[src/rtl/lifo_reader.sv]
// lifo_reader: burst pop engine between a lifo read port and a valid/ready consumer.
// Define LIFO_READER_LAST_EN to drive m_last on the final beat of each burst.
module lifo_reader #(
    parameter int unsigned DATA_WIDTH = 8,
    parameter int unsigned DEPTH      = 12,
    localparam int unsigned LW        = $clog2(DEPTH + 1)
) (
    input  logic                  clk,
    input  logic                  rst_n,
    input  logic                  cmd_valid,
    output logic                  cmd_ready,
    input  logic [LW-1:0]         cmd_len,
    output logic                  lifo_rd_en,
    input  logic [DATA_WIDTH-1:0] lifo_data_rd,
    input  logic                  lifo_empty,
    output logic                  m_valid,
    input  logic                  m_ready,
    output logic [DATA_WIDTH-1:0] m_data,
    output logic                  m_last,
    output logic                  done,
    output logic                  short,
    output logic [LW-1:0]         pop_cnt
);

    typedef enum logic [1:0] {IDLE, POP, DRAIN, DONE} state_t;

    state_t                          state_q, state_d;
    logic [LW-1:0]                   remaining_q, remaining_d;
    logic [LW-1:0]                   pop_cnt_q, pop_cnt_d;
    logic                            short_q, short_d;
    logic                            inflight_q;
    logic                            cmd_ready_q;
    logic                            done_q;
    logic                            rd_en;
    logic                            out_pop;
    logic [LW-1:0]                   len_sat;
    logic [1:0]                      occ_after;
    logic [1:0][DATA_WIDTH-1:0]      skid_q;
    logic                            wr_ptr_q, rd_ptr_q;
    logic [1:0]                      count_q;

    assign len_sat   = (cmd_len > LW'(DEPTH)) ? LW'(DEPTH) : cmd_len;
    assign m_valid   = (count_q != 2'd0);
    assign m_data    = skid_q[rd_ptr_q];
    assign out_pop   = m_valid && m_ready;
    // Words held after this cycle's beat leaves, counting the read already in flight
    assign occ_after = count_q - 2'(out_pop) + 2'(inflight_q);

    assign lifo_rd_en = rd_en;
    assign cmd_ready  = cmd_ready_q;
    assign done       = done_q;
    assign short      = short_q;
    assign pop_cnt    = pop_cnt_q;

    always_comb begin
        state_d     = state_q;
        remaining_d = remaining_q;
        pop_cnt_d   = pop_cnt_q;
        short_d     = short_q;
        rd_en       = 1'b0;
        case (state_q)
            IDLE: begin
                if (cmd_valid) begin
                    remaining_d = len_sat;
                    pop_cnt_d   = '0;
                    short_d     = 1'b0;
                    state_d     = (len_sat == '0) ? DONE : POP;
                end
            end
            POP: begin
                if (remaining_q == '0) begin
                    state_d = DRAIN;
                end else if (lifo_empty && !inflight_q) begin
                    state_d = DRAIN;
                    short_d = 1'b1;
                end else if (!lifo_empty && (occ_after < 2'd2)) begin
                    rd_en       = 1'b1;
                    remaining_d = remaining_q - LW'(1);
                    pop_cnt_d   = pop_cnt_q + LW'(1);
                end
            end
            DRAIN: begin
                if ((count_q == 2'd0) && !inflight_q) begin
                    state_d = DONE;
                end
            end
            DONE: begin
                state_d = IDLE;
            end
            default: state_d = IDLE;
        endcase
    end

    always_ff @(posedge clk or negedge rst_n) begin
        if (!rst_n) begin
            state_q     <= IDLE;
            remaining_q <= '0;
            pop_cnt_q   <= '0;
            short_q     <= 1'b0;
            inflight_q  <= 1'b0;
            cmd_ready_q <= 1'b1;
            done_q      <= 1'b0;
        end else begin
            state_q     <= state_d;
            remaining_q <= remaining_d;
            pop_cnt_q   <= pop_cnt_d;
            short_q     <= short_d;
            inflight_q  <= rd_en;
            cmd_ready_q <= (state_d == IDLE);
            done_q      <= (state_d == DONE);
        end
    end

    // Two-entry skid FIFO absorbing the LIFO read latency
    always_ff @(posedge clk or negedge rst_n) begin
        if (!rst_n) begin
            skid_q   <= '0;
            wr_ptr_q <= 1'b0;
            rd_ptr_q <= 1'b0;
            count_q  <= 2'd0;
        end else begin
            if (inflight_q) begin
                skid_q[wr_ptr_q] <= lifo_data_rd;
                wr_ptr_q         <= ~wr_ptr_q;
            end
            if (out_pop) begin
                rd_ptr_q <= ~rd_ptr_q;
            end
            count_q <= count_q + 2'(inflight_q) - 2'(out_pop);
        end
    end

`ifdef LIFO_READER_LAST_EN
    // Head is final when nothing else is buffered, in flight, or still to be popped
    assign m_last = m_valid && (count_q == 2'd1) && !inflight_q &&
                    ((state_q == DRAIN) ||
                     ((state_q == POP) && ((remaining_q == '0) || lifo_empty)));
`else
    assign m_last = 1'b0;
`endif

endmodule

[config.mk]
export PLATFORM = sky130hd
export DESIGN_NAME = lifo_reader
export DESIGN_NICKNAME = d
export VERILOG_FILES = /design/src/rtl/lifo_reader.sv
export SDC_FILE = /design/constraint.sdc
export NUM_CORES = 1
export LEC_CHECK = 0
export ABC_AREA = 1
export CORE_MARGIN = 2
export CORE_UTILIZATION = 55
export DETAILED_ROUTE_END_ITERATION = 8
export DONT_BUFFER_PORTS = 1
export HOLD_SLACK_MARGIN = 0.08
export PLACE_DENSITY = 0.7
export SLEW_MARGIN = 5
export SYNTH_ARGS = -nofsm -noshare
export SYNTH_HDL_FRONTEND = slang
export SYNTH_SLANG_ARGS = --single-unit
[constraint.sdc]
create_clock -name clk -period 2.8 [get_ports clk]
set_input_delay 0.56 -clock clk [delete_from_list [all_inputs] [get_ports clk]]
set_output_delay 0.56 -clock clk [all_outputs]
set_load 0.05 [all_outputs]
* Yosys cells after proc, flatten, opt, wreduce, memory -nomap -nowiden
Cells that the tools add are included.
Storage, ports and cells: register bits after elaboration 34, input bits 17, output and inout bits 18, logic and storage cells 80
Cells by class: add/subtract/negate cells 6, $lt $le $gt $ge 5, equal/unequal tests 9, mux-type cells 30, bitwise operators 2, reductions and logical operators 16
Operators by type and width (number):
- $mux 4 | 9
- $mux 8 | 3
- $bwmux 16 | 1
- $pmux 4 s2 | 2
- $mux 2 | 5
- $ne 2x2->1 const B | 5
- $demux 8 s1 | 1
- $logic_not 4->1 | 2
- $pmux 2 s4 | 1
- $mux 1 | 7
- $eq 2x2->1 const B | 3
- $logic_not 2->1 | 3
- $logic_and 1x1->1 | 5
- $reduce_and 5->1 | 1
- $add 2x1->2 | 2
- $add 4x1->4 const B | 1
- $gt 4x4->1 const B | 1
- $lt 1x2->1 const B | 2
- $reduce_and 4->1 | 1
- $reduce_bool 2->1 | 2
- $sub 2x1->2 | 2
- $sub 4x1->4 const B | 1
- $eq 2x1->1 const B | 1
- $logic_not 1->1 | 2
- other kinds (4) | 5

* Depth between registers and ports, before layout
Gate-level depths: netlist (run 1).
word-level depth 10, depth in mapped cells 14, mapped depth without buffers 14

* Worst setup path before layout (run 1)
No wires, ideal clock.
kind reg-to-output, start reg count_q[1], end out lifo_rd_en, data arrival time 2.277 ns, required time 2.240 ns, path slack -0.037 ns, cell stages (with the launch flop) 11, buffers on the path 0, cells stage by stage dfrtp_1 > nor2_1 > inv_1 > nand2_1 > inv_1 > ha_1 > inv_1 > ha_1 > nand3_1 > nand3_1 > nor2_1
On the way: cells in the longest elaborated chain, start to end 10
Ends and longest elaborated chain:
- start: declaration | line 40 | logic [1:0] count_q;
- start signal: assignment | line 129 | count_q <= count_q + 2'(inflight_q) - 2'(out_pop);
- $reduce_bool 2->1 | line 43 | assign m_valid = (count_q != 2'd0);
- via m_valid | line 16 | output logic m_valid,
- $logic_and 1x1->1 | line 45 | assign out_pop = m_valid && m_ready;
- via out_pop | line 35 | logic out_pop;
- $sub 2x1->2 | line 47 | assign occ_after = count_q - 2'(out_pop) + 2'(inflight_q);
- $add 2x1->2 | line 47
- $lt 2x2->1 | line 76 | end else if (!lifo_empty && (occ_after < 2'd2)) begin
- $logic_and 1x1->1 | line 76
- $mux 1 | line 76
- $mux 1 | line 73 | end else if (lifo_empty && !inflight_q) begin
- $mux 1 | line 71 | if (remaining_q == '0) begin
- $mux 1 | line 61 | case (state_q)
- end: declaration | line 13 | output logic lifo_rd_en,
The timed path passes the listed nets, and every way through them passes these cells.

* Worst setup path in the final report (run 1)
start reg count_q[1], end out lifo_rd_en
On the way: cells in the longest elaborated chain, start to end 10
Ends and longest elaborated chain (line):
- $reduce_bool 2->1 | 43
- $logic_and 1x1->1 | 45
- via out_pop | 35
- $sub 2x1->2 | 47
- $add 2x1->2 | 47
- $lt 2x2->1 | 76
- $logic_and 1x1->1 | 76
- $mux 1 | 76
- $mux 1 | 73
- $mux 1 | 71
- $mux 1 | 61
The timed path passes the listed nets, and every way through them passes these cells.

==> impl_metrics.csv, run 1 <==
group,metric,value,unit
run,cap_viol_max_count,0,
power,p_leak,1.024,nW
timing,fin_crit_sh,93.72,%
power,powerDensity,1339,nW/um^2
yosys,syn_avg_cell_area,8.144,sq um
worst_setup_path,end_kind,"output pin",
global_routing,antenna_found_initial,0,
placed_design,gp_congestion,0.9018,
global_routing,grt_max_degree,35,
power,ir_drop,0.0005993,V
cells_and_area,fill_cells,292,
detailed_routing,vias,1365,
power,finalPower,2.598,mW
global_routing,gr-usage-met3,4.904,%
timing,worst_slack,0.1759,ns
yosys,synth.net_count,239,
cells_and_area,drive_gt1_share,18.22,%
cts,path_clk_slew,0.10,ns
placed_design,hpwl,2387,um
global_routing,grt_pass1_vias,1325,
timing,setup_violations,0,
floorplan,dieArea,3698,sq um
global_routing,grtUsageMet1,21.83,%
cts,cts_tree,"done",
yosys,post_synth_num_cell_types,30,
worst_setup_path,start_kind,"flip-flop",
floorplan,rows,20,
detailed_routing,first_iter_violations,65,
yosys,synth_cells,218,
global_routing,track_usage,20.36,%
detailed_routing,postRouteWirelength,3461,um
detailed_routing,drt_drc_violations_left,0,
placed_design,io_buffers,0,
timing,final_hold_viol_count,0,
floorplan,die_w,60.82,um
timing,worst_slew_pin_slew,0.7242,ns
floorplan,io_pins,35,
cts,clk_latency,0.34,ns
cells_and_area,mostFrequentLayoutCells,"75 x nand2_1, 33 x dfrtp_1, 23 x inv_1, 14 x nand3_1, 13 x nor2_1",
hold_path,min_path_type,"primary input to flip-flop",
timing,finClkSkew,0.002543,ns
cells_and_area,areaGrowthSynthToFinish,9.302,%
run_status,status,"finished, final reports clean",
yosys,synth-seq-cells,34,
yosys,synth_ff_type,"dfrtp_1",
cells_and_area,finalNetCount,245,
worst_setup_path,crit_fanout,2,
floorplan,core_area,3053,sq um
cts,cts_root_buf,"clkbuf_4",
floorplan,initial_utilization,58.16,%
cells_and_area,antennaDiodeCount,0,
detailed_routing,routedWlPerCell,12.87,um
global_routing,top_usage_layer,"met2",
cells_and_area,final_area,1941,sq um
yosys,async_flop_share,100.0,%
timing,worst_hold_slack,0.3636,ns
worst_setup_path,worst_ep_arrival_time,2.06,ns
global_routing,grtUsageMet2,36.56,%
cts,clockBufferDepth,2,
timing,fin_crit,2.624,ns
cts,cts_made_buffers,5,
worst_setup_path,worstSetupPathType,"flip-flop to output pin",
detailed_routing,final_antenna_net_count,0,
cts,cts.sinks,34,
worst_setup_path,required,2.24,ns
timing,fmax,381.1,MHz
cells_and_area,layout_commonest_cell,"nand2_1",
placed_design,preCtsSetupSlack,0.4815,ns
cts,htree_num_levels,2,
yosys,synth_edf_count,0,
detailed_routing,first_pass_iters,4,
global_routing,overflow,0,
timing,rsz0062_at_grt,"no",
global_routing,grt_pass1_wl,5471,um
yosys,ys_seq_area_share,47.99,%
detailed_routing,via_per_inst,5.074,
timing,slew_violations,0,
floorplan,die-height,60.82,um
yosys,syn-cell-area,1775,sq um
timing,final.setup.tns,0,ns
yosys,ys_warn_count,0,
placed_design,detailed_place.area,1804,sq um
timing,slew_headroom,51.72,%
what timing repair did:
item                                   in CTS  in global routing
setup endpoints to repair                   0                  1
setup buffers                               0                  1
resized for setup                           0                  6
hold buffers                                2                  0
endpoints found under the hold margin      34                  0
cell type report:
cell class                 instances  area, sq um  share of cell area, %
inverter                          28        110.1                  5.674
sequential                        34        852.1                  43.91
timing repair buffer               5        56.30                  2.901
clock buffer                       5        37.54                  1.934
clock inverter                     3        40.04                  2.063
tap                               44        55.05                  2.837
multi-input combinational        150        789.5                  40.68
state kept, by name, indices dropped and copies added, names as in the netlist:
register and cells:
inflight_q 1, wr_ptr_q 1, cmd_ready 1, state_q 2, skid_q 16, short 1
count_q 2, remaining_q 4, rd_ptr_q 1, pop_cnt 4, done 1
where the power goes:
part / switching, mW / total (mW) / internal (mW)
clock: 0.169 / 0.354 / 0.185
sequential: 0.259 / 0.978 / 0.719
combinational: 0.932 / 1.27 / 0.335
cell families (layout without fill, tap and decap cells):
logic type / after synthesis / in the layout / synth area share [%]
buf+inv: 34 / 41 / 8.668
simple gates: 118 / 118 / 29.18
fa+ha+maj: 4 / 4 / 2.819
xor+xnor: 3 / 3 / 1.480
flops: 34 / 34 / 47.99
other cells: 1 / 1 / 0.2112
compound gates: 24 / 24 / 9.655
stage by stage:
| stage | utilization [%] | cells |
|---|---|---|
| 2_1_floorplan | - | 218 |
| 5_1_grt | 63.57 | 269 |
| 4_1_cts | 62.62 | 268 |
| 3_5_place_dp | 59.10 | 258 |
| 6_report | 63.57 | 269 |
| 3_3_place_gp | 59.10 | 258 |
layer usage:
metal	share of wire (%)	vias up
li1	-	689
met1	43	636
met2	51	33
met3	4.9	7
met4	1.6	0
met5	0	-
final timing paths:
check	start	to	slack, ns	cells after the start
min	lifo_data_rd[3]	skid_q[3]$_DFFE_PN0P_	0.36	2
min in group asynchronous	rst_n	rd_ptr_q$_DFFE_PN0P_	0.66	2
max reg2reg	count_q[1]$_DFF_PN0_	pop_cnt[1]$_DFFE_PN0P_	0.77	14
max in group asynchronous	rst_n	cmd_ready$_DFF_PN1_	1.90	2
max	count_q[1]$_DFF_PN0_	lifo_rd_en	0.18	12
min reg2reg	skid_q[7]$_DFFE_PN0P_	skid_q[7]$_DFFE_PN0P_	0.49	2
critical path: stages, from the launching register on:
cell     delay (ns)
dfrtp_1        0.40
nor2_2         0.13
inv_1          0.07
nand2_2        0.08
inv_1          0.06
ha_1           0.28
inv_1          0.06
ha_2           0.18
inv_1          0.04
nand2_1        0.08
nand3_2        0.09
nor2_2         0.10
buf_6          0.17
synthesized netlist by cell type (2+ instances only):
cell type	number	area, sq um
buf_2	2	10.01
buf_6	2	22.52
clkinv_1	2	7.510
dfrtp_1	33	825.8
ha_1	4	50.05
inv_1	23	86.33
inv_2	2	7.510
nand2_1	76	285.3
nand2_2	2	12.51
nand2_4	4	45.04
nand3_1	16	80.08
nor2_1	15	56.30
o21ai_0	12	60.06
o21ai_2	8	70.07
xor2_1	2	17.52
Power figures use the tool's default switching activity.
==> run 2, diff against run 1 <==
- CELL_PAD_IN_SITES_DETAIL_PLACEMENT: unset -> 1
- CELL_PAD_IN_SITES_GLOBAL_PLACEMENT: unset -> 2
- CORE_UTILIZATION: 55 -> 39
- PLACE_DENSITY: 0.7 -> unset
- PLACE_DENSITY_LB_ADDON: unset -> 0.1
==> run 2 against run 1 <==
Compared with the run above: final area up 1.5%; power increased by 3.9%; register-to-register slack lost 0.06 ns; sequential power down 2%; largest cell class unchanged; critical endpoint unchanged; clock power increased by 30%; setup slack gained 0.025 ns; sequential cell count unchanged; non-clock buffer count did not move; combinational power is essentially flat; sequential share of layout area shrank 0.64 points.
==> impl_metrics.csv, run 2 (synthesized netlist as in run 1, its figures left out) <==
group,metric,value,unit
power,power.internal,1.314,mW
power,powerDensity,1370,nW/um^2
power,finalPower,2.698,mW
power,p_clk_share,17.1,%
detailed_routing,final_antenna_net_count,0,
cells_and_area,antennaDiodeCount,0,
timing,slew_headroom,49.10,%
timing,fin_crit_sh,92.81,%
worst_setup_path,rr_worst_depth,14,
floorplan,die_w,71.47,um
run_status,status,"finished, final reports clean",
floorplan,rows,24,
cts,path_clk_slew,0.07,ns
cells_and_area,finalNetCount,245,
timing,fmax,384.8,MHz
floorplan,initial_utilization,40.50,%
detailed_routing,drt_drc_violations_left,0,
run,cap_viol_max_count,0,
timing,final.setup.tns,0,ns
worst_setup_path,worst_ep_arrival_time,2.04,ns
detailed_routing,via_per_inst,4.903,
cts,cts_root_buf,"clkbuf_8",
cells_and_area,stdcell_count,277,
global_routing,top_usage_layer,"met2",
cts,cts.sinks,34,
global_routing,track_usage,16.96,%
worst_setup_path,start_kind,"flip-flop",
detailed_routing,postRouteWirelength,3895,um
detailed_routing,routedWlPerCell,14.06,um
timing,slew_violations,0,
floorplan,core_area,4384,sq um
cts,post_cts.repair.setup_buffers,0,
placed_design,place_inst,267,
power,ir_drop,0.0005230,V
cells_and_area,largest-register,"skid_q",
power,combPwrFrac,47.3,%
timing,rsz0062_at_grt,"no",
cells_and_area,largest_reg_flops,16,
detailed_routing,vias,1358,
cts,clockBufferDepth,2,
power,p_leak,1.028,nW
worst_setup_path,required,2.24,ns
timing,fin_crit,2.599,ns
timing,worst_slew_pin_slew,0.7635,ns
cts,clk_latency,0.30,ns
power,seqPwrFrac,35.6,%
global_routing,grt_max_degree,34,
timing,final_hold_viol_count,0,
timing,setup_violations,0,
power,swShare,51.32,%
timing,finClkSkew,0.01137,ns
detailed_routing,first_iter_violations,58,
hold_path,min_path_type,"primary input to async pin",
floorplan,io_pins,35,
cells_and_area,fin_util,44.92,%
global_routing,grtUsageMet2,28.91,%
global_routing,grt_pass1_vias,1425,
global_routing,gr-usage-met3,4.360,%
power,p_sw,1.385,mW
cells_and_area,fill_cells,550,
cells_and_area,layout_commonest_cell,"nand2_1",
floorplan,die-height,71.47,um
global_routing,overflow,0,
placed_design,io_buffers,0,
cts,htree_num_levels,2,
worst_setup_path,end_kind,"output pin",
placed_design,hpwl,2808,um
cts,cts_made_buffers,5,
worst_setup_path,crit_fanout,3,
worst_setup_path,worstSetupPathType,"flip-flop to output pin",
detailed_routing,first_pass_iters,4,
placed_design,gp_congestion,0.7422,
cells_and_area,mostFrequentLayoutCells,"76 x nand2_1, 33 x dfrtp_1, 23 x inv_1, 16 x nand3_1, 14 x nor2_1",
floorplan,dieArea,5108,sq um
global_routing,grtUsageMet1,20.93,%
global_routing,grt_pass1_wl,6741,um
cells_and_area,drive_gt1_share,16.00,%
cells_and_area,areaGrowthSynthToFinish,10.92,%
cts,cts_tree,"done",
global_routing,antenna_found_initial,0,
[run 2: cell types whose count changed in the layout (fill, tap and decap cells not counted), sizes merged]
cell	delta
clkinv	-2
clkinvlp	+2
[run 2: routing by layer]
layer  share of wire, %  vias up
li1                   -      682
met3                3.7        6
met4                1.5        0
met1                 44      647
met2                 51       23
met5                  0        -
[run 2: worst paths after layout]
path	from	endpoint	slack [ns]
min in group clk	lifo_data_rd[3]	skid_q[3]$_DFFE_PN0P_	0.42
hold reg to reg	skid_q[7]$_DFFE_PN0P_	skid_q[7]$_DFFE_PN0P_	0.49
hold / removal	rst_n	cmd_ready$_DFF_PN1_	0.11
setup / recovery	count_q[1]$_DFF_PN0_	lifo_rd_en	0.20
setup reg to reg	count_q[1]$_DFF_PN0_	pop_cnt[3]$_DFFE_PN0P_	0.71
max in group asynchronous	rst_n	pop_cnt[1]$_DFFE_PN0P_	1.90
[run 2: metrics by stage]
stage	setup slack (ns)	hold slack (ns)	cell area (sq um)
after global placement	0.5452	0.2653	1822
final	0.2012	0.1072	1969
after global routing	0.003114	0.08247	1969
after floorplan	0.1860	0.2644	1778
after detailed placement	0.4740	0.2651	1822
after CTS	0.1376	0.09203	1966
[run 2: layout make-up]
class / count / area [sq um] / share of cell area, %
Tap cell: 52 / 65.06 / 3.304
Multi-Input combinational cell: 150 / 772.0 / 39.20
Sequential cell: 34 / 852.1 / 43.27
Inverter: 28 / 110.1 / 5.591
Timing Repair Buffer: 5 / 56.30 / 2.859
Clock inverter: 3 / 45.04 / 2.287
Clock buffer: 5 / 68.82 / 3.494
[run 2: repair_timing]
action / CTS / global route
gates resized for setup: 0 / 1
hold endpoints to repair: 33 / 0
hold buffers: 2 / 0
endpoints found under the setup margin: 0 / 1
[run 2: power groups by stage]
stage / Sequential, mW / Combinational [mW] / Clock, mW
final: 0.960 / 1.28 / 0.460
after global routing: 0.991 / 1.43 / 0.499
after CTS: 0.964 / 1.30 / 0.478
after detailed placement: 0.973 / 1.28 / 0
after global placement: 0.955 / 1.24 / 0
after floorplan: 0.933 / 1.09 / 0
[run 2: worst max-delay path, cell delays in order (launching register included)]
cell	delay, ns
dfrtp_1	0.39
nor2_1	0.14
inv_1	0.07
nand2_1	0.09
inv_1	0.05
ha_1	0.28
inv_1	0.05
ha_1	0.16
inv_1	0.05
nand2_1	0.07
nand3_1	0.11
nor2_2	0.12
buf_6	0.17
